## src/rtl/piso_pkg.sv

```systemverilog
// Shared types and helpers for the parallel-in serial-out transmitter.
package piso_pkg;

    typedef enum logic {
        IDLE  = 1'b0,
        SHIFT = 1'b1
    } piso_state_t;

    // Bit-counter width for a frame of the given size (at least one bit).
    function automatic int cnt_w(input int width);
        if (width <= 2) begin
            return 1;
        end else begin
            return $clog2(width);
        end
    endfunction

endpackage

```

## src/rtl/piso_bit_cnt.sv

```systemverilog
// Modulo-WIDTH bit counter with synchronous clear, enable and terminal count.
module piso_bit_cnt
    import piso_pkg::*;
#(
    parameter int WIDTH = 8,
    parameter int CW    = cnt_w(WIDTH)
) (
    input  logic          clk,
    input  logic          rst,
    input  logic          clr,
    input  logic          en,
    output logic [CW-1:0] cnt,
    output logic          tc
);

    localparam logic [CW-1:0] LAST = CW'(WIDTH - 1);
    localparam logic [CW-1:0] ZERO = {CW{1'b0}};
    localparam logic [CW-1:0] ONE  = CW'(1);

    logic [CW-1:0] cnt_r;

    assign cnt = cnt_r;
    assign tc  = (cnt_r == LAST);

    // Count register: clear has priority, wraps to zero after the last bit.
    always_ff @(posedge clk or posedge rst) begin
        if (rst) begin
            cnt_r <= ZERO;
        end else if (clr) begin
            cnt_r <= ZERO;
        end else if (en) begin
            if (tc) begin
                cnt_r <= ZERO;
            end else begin
                cnt_r <= cnt_r + ONE;
            end
        end else begin
            cnt_r <= cnt_r;
        end
    end

endmodule

```

## src/rtl/piso_tx.sv

```systemverilog
// Parallel-in serial-out transmitter with valid/ready load and back-to-back frames.
module piso_tx
    import piso_pkg::*;
#(
    parameter int WIDTH     = 8,
    parameter bit MSB_FIRST = 1'b1
) (
    input  logic             clk,
    input  logic             rst,
    input  logic             load_valid,
    input  logic [WIDTH-1:0] load_data,
    output logic             load_ready,
    input  logic             shift_en,
    output logic             sout,
    output logic             sout_valid,
    output logic             sout_first,
    output logic             done
);

    localparam int CW = cnt_w(WIDTH);

    piso_state_t      state_r, state_s;
    logic [WIDTH-1:0] sreg_r, sreg_s;
    logic             done_r, done_s;
    logic [CW-1:0]    cnt_s;
    logic             tc_s;
    logic             consume_s;
    logic             last_s;
    logic             ready_s;
    logic             accept_s;
    logic             sout_s;

    // A bit is consumed on any enabled edge while a frame is in flight.
    assign consume_s = (state_r == SHIFT) && shift_en;
    assign last_s    = consume_s && tc_s;
    // Ready in IDLE, or exactly when the final bit leaves so the next frame follows with no gap.
    assign ready_s   = (state_r == IDLE) || last_s;
    assign accept_s  = load_valid && ready_s;

    piso_bit_cnt #(
        .WIDTH (WIDTH),
        .CW    (CW)
    ) u_bit_cnt (
        .clk (clk),
        .rst (rst),
        .clr (accept_s),
        .en  (consume_s),
        .cnt (cnt_s),
        .tc  (tc_s)
    );

    // Next-state, shift-register and done decode; a new load always wins over draining.
    always_comb begin
        state_s = state_r;
        sreg_s  = sreg_r;
        done_s  = last_s;
        if (accept_s) begin
            state_s = SHIFT;
            sreg_s  = load_data;
        end else if (consume_s) begin
            if (tc_s) begin
                state_s = IDLE;
                sreg_s  = {WIDTH{1'b0}};
            end else if (MSB_FIRST) begin
                sreg_s = {sreg_r[WIDTH-2:0], 1'b0};
            end else begin
                sreg_s = {1'b0, sreg_r[WIDTH-1:1]};
            end
        end else begin
            state_s = state_r;
            sreg_s  = sreg_r;
        end
    end

    // State, shift register and done pulse registers.
    always_ff @(posedge clk or posedge rst) begin
        if (rst) begin
            state_r <= IDLE;
            sreg_r  <= {WIDTH{1'b0}};
            done_r  <= 1'b0;
        end else begin
            state_r <= state_s;
            sreg_r  <= sreg_s;
            done_r  <= done_s;
        end
    end

    // Serial data comes from the output end of the shift register; quiet when idle.
    always_comb begin
        sout_s = 1'b0;
        case (state_r)
            SHIFT:   sout_s = MSB_FIRST ? sreg_r[WIDTH-1] : sreg_r[0];
            IDLE:    sout_s = 1'b0;
            default: sout_s = 1'b0;
        endcase
    end

    assign load_ready = ready_s;
    assign sout       = sout_s;
    assign sout_valid = (state_r == SHIFT);
    assign sout_first = (state_r == SHIFT) && (cnt_s == {CW{1'b0}});
    assign done       = done_r;

endmodule

```

## config.mk

```make
export PLATFORM = sky130hd
export DESIGN_NAME = piso_tx
export DESIGN_NICKNAME = d
export VERILOG_FILES = /design/src/rtl/piso_pkg.sv /design/src/rtl/piso_bit_cnt.sv /design/src/rtl/piso_tx.sv
export SDC_FILE = /design/constraint.sdc
export NUM_CORES = 1
export LEC_CHECK = 0
export BUFFER_PORTS_ARGS = -buffer_cell sky130_fd_sc_hd__buf_2
export CAP_MARGIN = 20
export CORE_MARGIN = 2
export CORE_UTILIZATION = 55
export DETAILED_ROUTE_END_ITERATION = 16
export GPL_TIMING_DRIVEN = 0
export PLACE_DENSITY_LB_ADDON = 0.2
export SYNTH_ARGS = -nofsm -noshare
export SYNTH_HDL_FRONTEND = slang
export SYNTH_SLANG_ARGS = --single-unit
```

## constraint.sdc

```tcl
create_clock -name clk -period 4.2 [get_ports clk]
set_clock_uncertainty 0.15 [all_clocks]
set_input_delay 0.21 -clock clk [delete_from_list [all_inputs] [get_ports clk]]
set_output_delay 0.21 -clock clk [all_outputs]
set_load 0.01 [all_outputs]
```

==> impl_metrics.prom <==
# TYPE chip_impl_metric gauge
chip_impl_metric{name="groute.layer.met1.usage",unit=""} 0.277
chip_impl_metric{name="firstDrtPassIters",unit=""} 4
chip_impl_metric{name="finalNonFillerCells",unit=""} 105
chip_impl_metric{name="power.combinational.fraction",unit=""} 0.441
chip_impl_metric{name="post_synth_and_or_nand_nor_area_fraction",unit=""} 0.182
chip_impl_metric{name="synthesis.area",unit="µm²"} 768
chip_impl_metric{name="timing.critical_path.slowest_cell_delay",unit="ns"} 0.39
chip_impl_metric{name="synth_compound_gate_area_share",unit=""} 0.213
chip_impl_info{name="cp_cell_sequence",value="ha_1, ha_1, buf_6, nand2_1, nand2_2, buf_2"} 1
chip_impl_metric{name="yosys-mux-area-fraction",unit=""} 0.0733
chip_impl_metric{name="timing.max_cap.violations",unit=""} 0
chip_impl_metric{name="dr.first_iter.drc_count",unit=""} 9
chip_impl_info{name="timing.critical_path.from_type",value="flip-flop"} 1
chip_impl_info{name="cts.root.buffer_cell",value="clkbuf_4"} 1
chip_impl_metric{name="initial_core_util",unit=""} 0.590
chip_impl_metric{name="yosysWarnings",unit=""} 0
chip_impl_metric{name="yosysSeqAreaShare",unit=""} 0.423
chip_impl_metric{name="place_hpwl",unit="mm"} 1.07
chip_impl_metric{name="slew_viol_final",unit=""} 0
chip_impl_info{name="synth_area_leader_cell",value="dfrtp_1"} 1
chip_impl_metric{name="finalWeightedCongestion",unit=""} 0.762
chip_impl_metric{name="grt.overflow.total",unit=""} 0
chip_impl_metric{name="global_route_track_usage_on_met3",unit=""} 0.0532
chip_impl_metric{name="tightestPinTransition",unit="ns"} 0.489
chip_impl_metric{name="port-buffer-count",unit=""} 16
chip_impl_metric{name="crit_path_max_fanout",unit=""} 10
chip_impl_info{name="clock_tree_from_tritoncts",value="yes"} 1
chip_impl_metric{name="gate_count_of_the_mapped_netlist",unit=""} 69
chip_impl_metric{name="finalWirelength",unit="mm"} 1.51
chip_impl_metric{name="antenna_violating_nets_post_route",unit=""} 0
chip_impl_info{name="synth_top_family_by_area",value="compound AO/OA/AOI/OAI gates"} 1
chip_impl_metric{name="final_core_util",unit=""} 0.694
chip_impl_info{name="most_frequent_cell_after_synthesis",value="dfrtp_1"} 1
chip_impl_metric{name="netlist.area_leader.share",unit=""} 0.423
chip_impl_metric{name="drc",unit=""} 0
chip_impl_metric{name="clk_latency",unit="ns"} 0.27
chip_impl_info{name="setup.worst_path.end_class",value="primary output"} 1
chip_impl_metric{name="power.switching_fraction",unit=""} 0.337
chip_impl_metric{name="ir_worst_vdd",unit="mV"} 0.340
chip_impl_metric{name="core_area",unit="mm²"} 0.00130
chip_impl_metric{name="cts.htree.levels",unit=""} 1
chip_impl_metric{name="number_of_enable_type_register_cells_in_the_synthesized_netlist",unit=""} 0
chip_impl_metric{name="drive_gt1_frac",unit=""} 0.378
chip_impl_metric{name="final-hold-violation-count",unit=""} 0
chip_impl_metric{name="r2r_slack",unit="ns"} 2.41
chip_impl_metric{name="global_route.usage.total",unit=""} 0.217
chip_impl_metric{name="grt_max_degree",unit=""} 14
chip_impl_metric{name="grt_first_pass_wirelength",unit="mm"} 2.28
chip_impl_info{name="critical_path_class",value="flip-flop to primary output"} 1
chip_impl_metric{name="synth_nets",unit=""} 84
chip_impl_metric{name="chipHeight",unit="µm"} 41.4
chip_impl_metric{name="layout.nets",unit=""} 106
chip_impl_info{name="worstHoldPathType",value="input port to flip-flop"} 1
chip_impl_metric{name="setup_tns",unit="ns"} 0
chip_impl_metric{name="fin_crit_sh",unit=""} 0.489
chip_impl_metric{name="die-area",unit="mm²"} 0.00171
chip_impl_info{name="outcome",value="completed"} 1
chip_impl_metric{name="io_pins",unit=""} 17
chip_impl_metric{name="async_reset_ff_frac",unit=""} 1.00
chip_impl_metric{name="postSynthRegisterBits",unit=""} 13
chip_impl_info{name="ys.flop_type",value="dfrtp_1"} 1
chip_impl_metric{name="timing.critical_path.buf_inv",unit=""} 2
chip_impl_metric{name="fmax",unit="GHz"} 0.487
chip_impl_metric{name="detailroute.via_count",unit=""} 635
chip_impl_metric{name="numPlacedInstances",unit=""} 100
chip_impl_metric{name="wire_per_inst",unit="µm"} 14.3
chip_impl_info{name="cell_repeated_most_along_the_worst_path",value="ha_1"} 1
chip_impl_info{name="timing.critical_path.slowest_stage_cell",value="dfrtp_1"} 1
chip_impl_metric{name="total_leakage_power",unit="µW"} 0.000441
chip_impl_metric{name="number_of_vias_per_cell",unit=""} 6.05
chip_impl_info{name="synth.top_cells.by_count",value="dfrtp_1 (13), nor2b_1 (7), nand2_1 (6)"} 1
chip_impl_metric{name="timing.max_slew.rel_slack",unit=""} 0.674
chip_impl_metric{name="synth_xor_area_frac",unit=""} 0
chip_impl_metric{name="fin_hold_ws",unit="ns"} 0.0435
chip_impl_info{name="crit_family",value="adder cells"} 1
chip_impl_metric{name="antenna_found_initial",unit=""} 0
chip_impl_metric{name="cts_made_buffers",unit=""} 3
chip_impl_metric{name="fp.dieW",unit="µm"} 41.4
chip_impl_metric{name="clkSinkCount",unit=""} 13
chip_impl_metric{name="power.total",unit="µW"} 489
chip_impl_metric{name="first_global_vias",unit=""} 533
chip_impl_metric{name="worst-endpoint-arrival",unit="ns"} 1.69
chip_impl_info{name="busiest_layer",value="met2"} 1
chip_impl_metric{name="cts-root-to-sink-buffers",unit=""} 2
chip_impl_metric{name="period_minus_slack",unit="ns"} 2.05
chip_impl_metric{name="netlist-cell-type-count",unit=""} 28
chip_impl_info{name="netlist_top_cells_area",value="dfrtp_1 (42%), o221a_2 (5.9%), nor2b_1 (5.7%), a311o_1 (5.2%), ha_1 (4.9%)"} 1
chip_impl_metric{name="power.net_switching",unit="µW"} 165
chip_impl_metric{name="cts.reportedPaths.clkPinSlew",unit="ns"} 0.08
chip_impl_metric{name="synth_adder_area_share",unit=""} 0.0489
chip_impl_metric{name="grt.met2_usage",unit=""} 0.340
chip_impl_metric{name="power_per_cell_area",unit="mW/mm²"} 542
chip_impl_info{name="unrepaired_setup_endpoints_after_global_routing",value="false"} 1
chip_impl_metric{name="synthToLayoutAreaGrowth",unit="%"} 17.6
chip_impl_metric{name="synth_area_per_cell",unit="µm²"} 11.1
chip_impl_metric{name="fp-row-count",unit=""} 13
chip_impl_metric{name="share_seq_of_total_power",unit=""} 0.408
chip_impl_metric{name="cellInternalPower",unit="µW"} 324
chip_impl_metric{name="final_setup_violation_count",unit=""} 0
chip_impl_metric{name="insertedDiodeCount",unit=""} 0
chip_impl_metric{name="share_clk_of_total_power",unit=""} 0.152
chip_impl_metric{name="timing.critical_path.required",unit="ns"} 3.84
timing repair:
item                                   in CTS  in global routing
hold buffers                                1                  0
endpoints found under the hold margin      13                  0
resized for setup                           0                  0
buffers inserted                            0                  0
cells by family after synthesis:
logic type	count (synthesis)
simple gates	23
flops	13
compound gates	18
fa+ha+maj	3
buf+inv	7
mux	5
layout by cell type (no fill, tap or decap), types with 2 or more instances in the layout:
cell type	n
buf_2	16
dfrtp_1	13
nor2b_1	7
nand2_1	6
a311o_1	4
o221a_2	4
inv_1	4
a31oi_1	3
mux2i_1	3
o221ai_1	3
ha_1	3
clkbuf_4	3
buf_6	2
metal layers:
metal	routed length, µm	share of wire	up-vias
met5	0	0	-
met1	708	0.47	316
li1	-	-	302
met3	53	0.035	4
met2	720	0.48	13
met4	23	0.015	0
power by group through the flow:
stage                     clock, µW  sequential, µW  combinational [µW]
after detailed placement          0             202                 216
after global routing           84.1             205                 241
after CTS                      78.2             200                 217
after global placement            0             200                 208
after floorplan                   0             197                 166
final                          74.3             199                 216
flip-flops by register name, summed over array words and instances (netlist names):
signal	cells
sreg_r	8
done	1
sout_valid	1
u_bit_cnt.cnt	3
worst paths after layout:
check	endpoint	from	depth (start not counted)
min in group asynchronous	sreg_r[4]	rst	3
max reg2reg	sreg_r[0]	u_bit_cnt.cnt[0]	6
max in group asynchronous	sreg_r[7]	rst	3
max	load_ready	u_bit_cnt.cnt[0]	6
min reg2reg	sreg_r[0]	sreg_r[0]	1
min	sreg_r[0]	load_data[0]	2
metrics by stage:
step,worst slack [ns],cell area (µm²)
2_1_floorplan,2.53,768
3_3_place_gp,2.44,867
3_5_place_dp,2.42,867
4_1_cts,2.13,903
5_1_grt,2.01,903
6_report,2.15,903
final cells by class:
type | count | area (µm²)
multi-input cells | 49 | 398
fillers | 114 | 398
flip-flops and latches | 13 | 325
repair buffers | 17 | 90.1
plain buffers | 3 | 30.0
clock buffers | 4 | 26.3
well taps | 15 | 18.8
inverters | 4 | 15.0
Power figures use the tool's default switching activity.
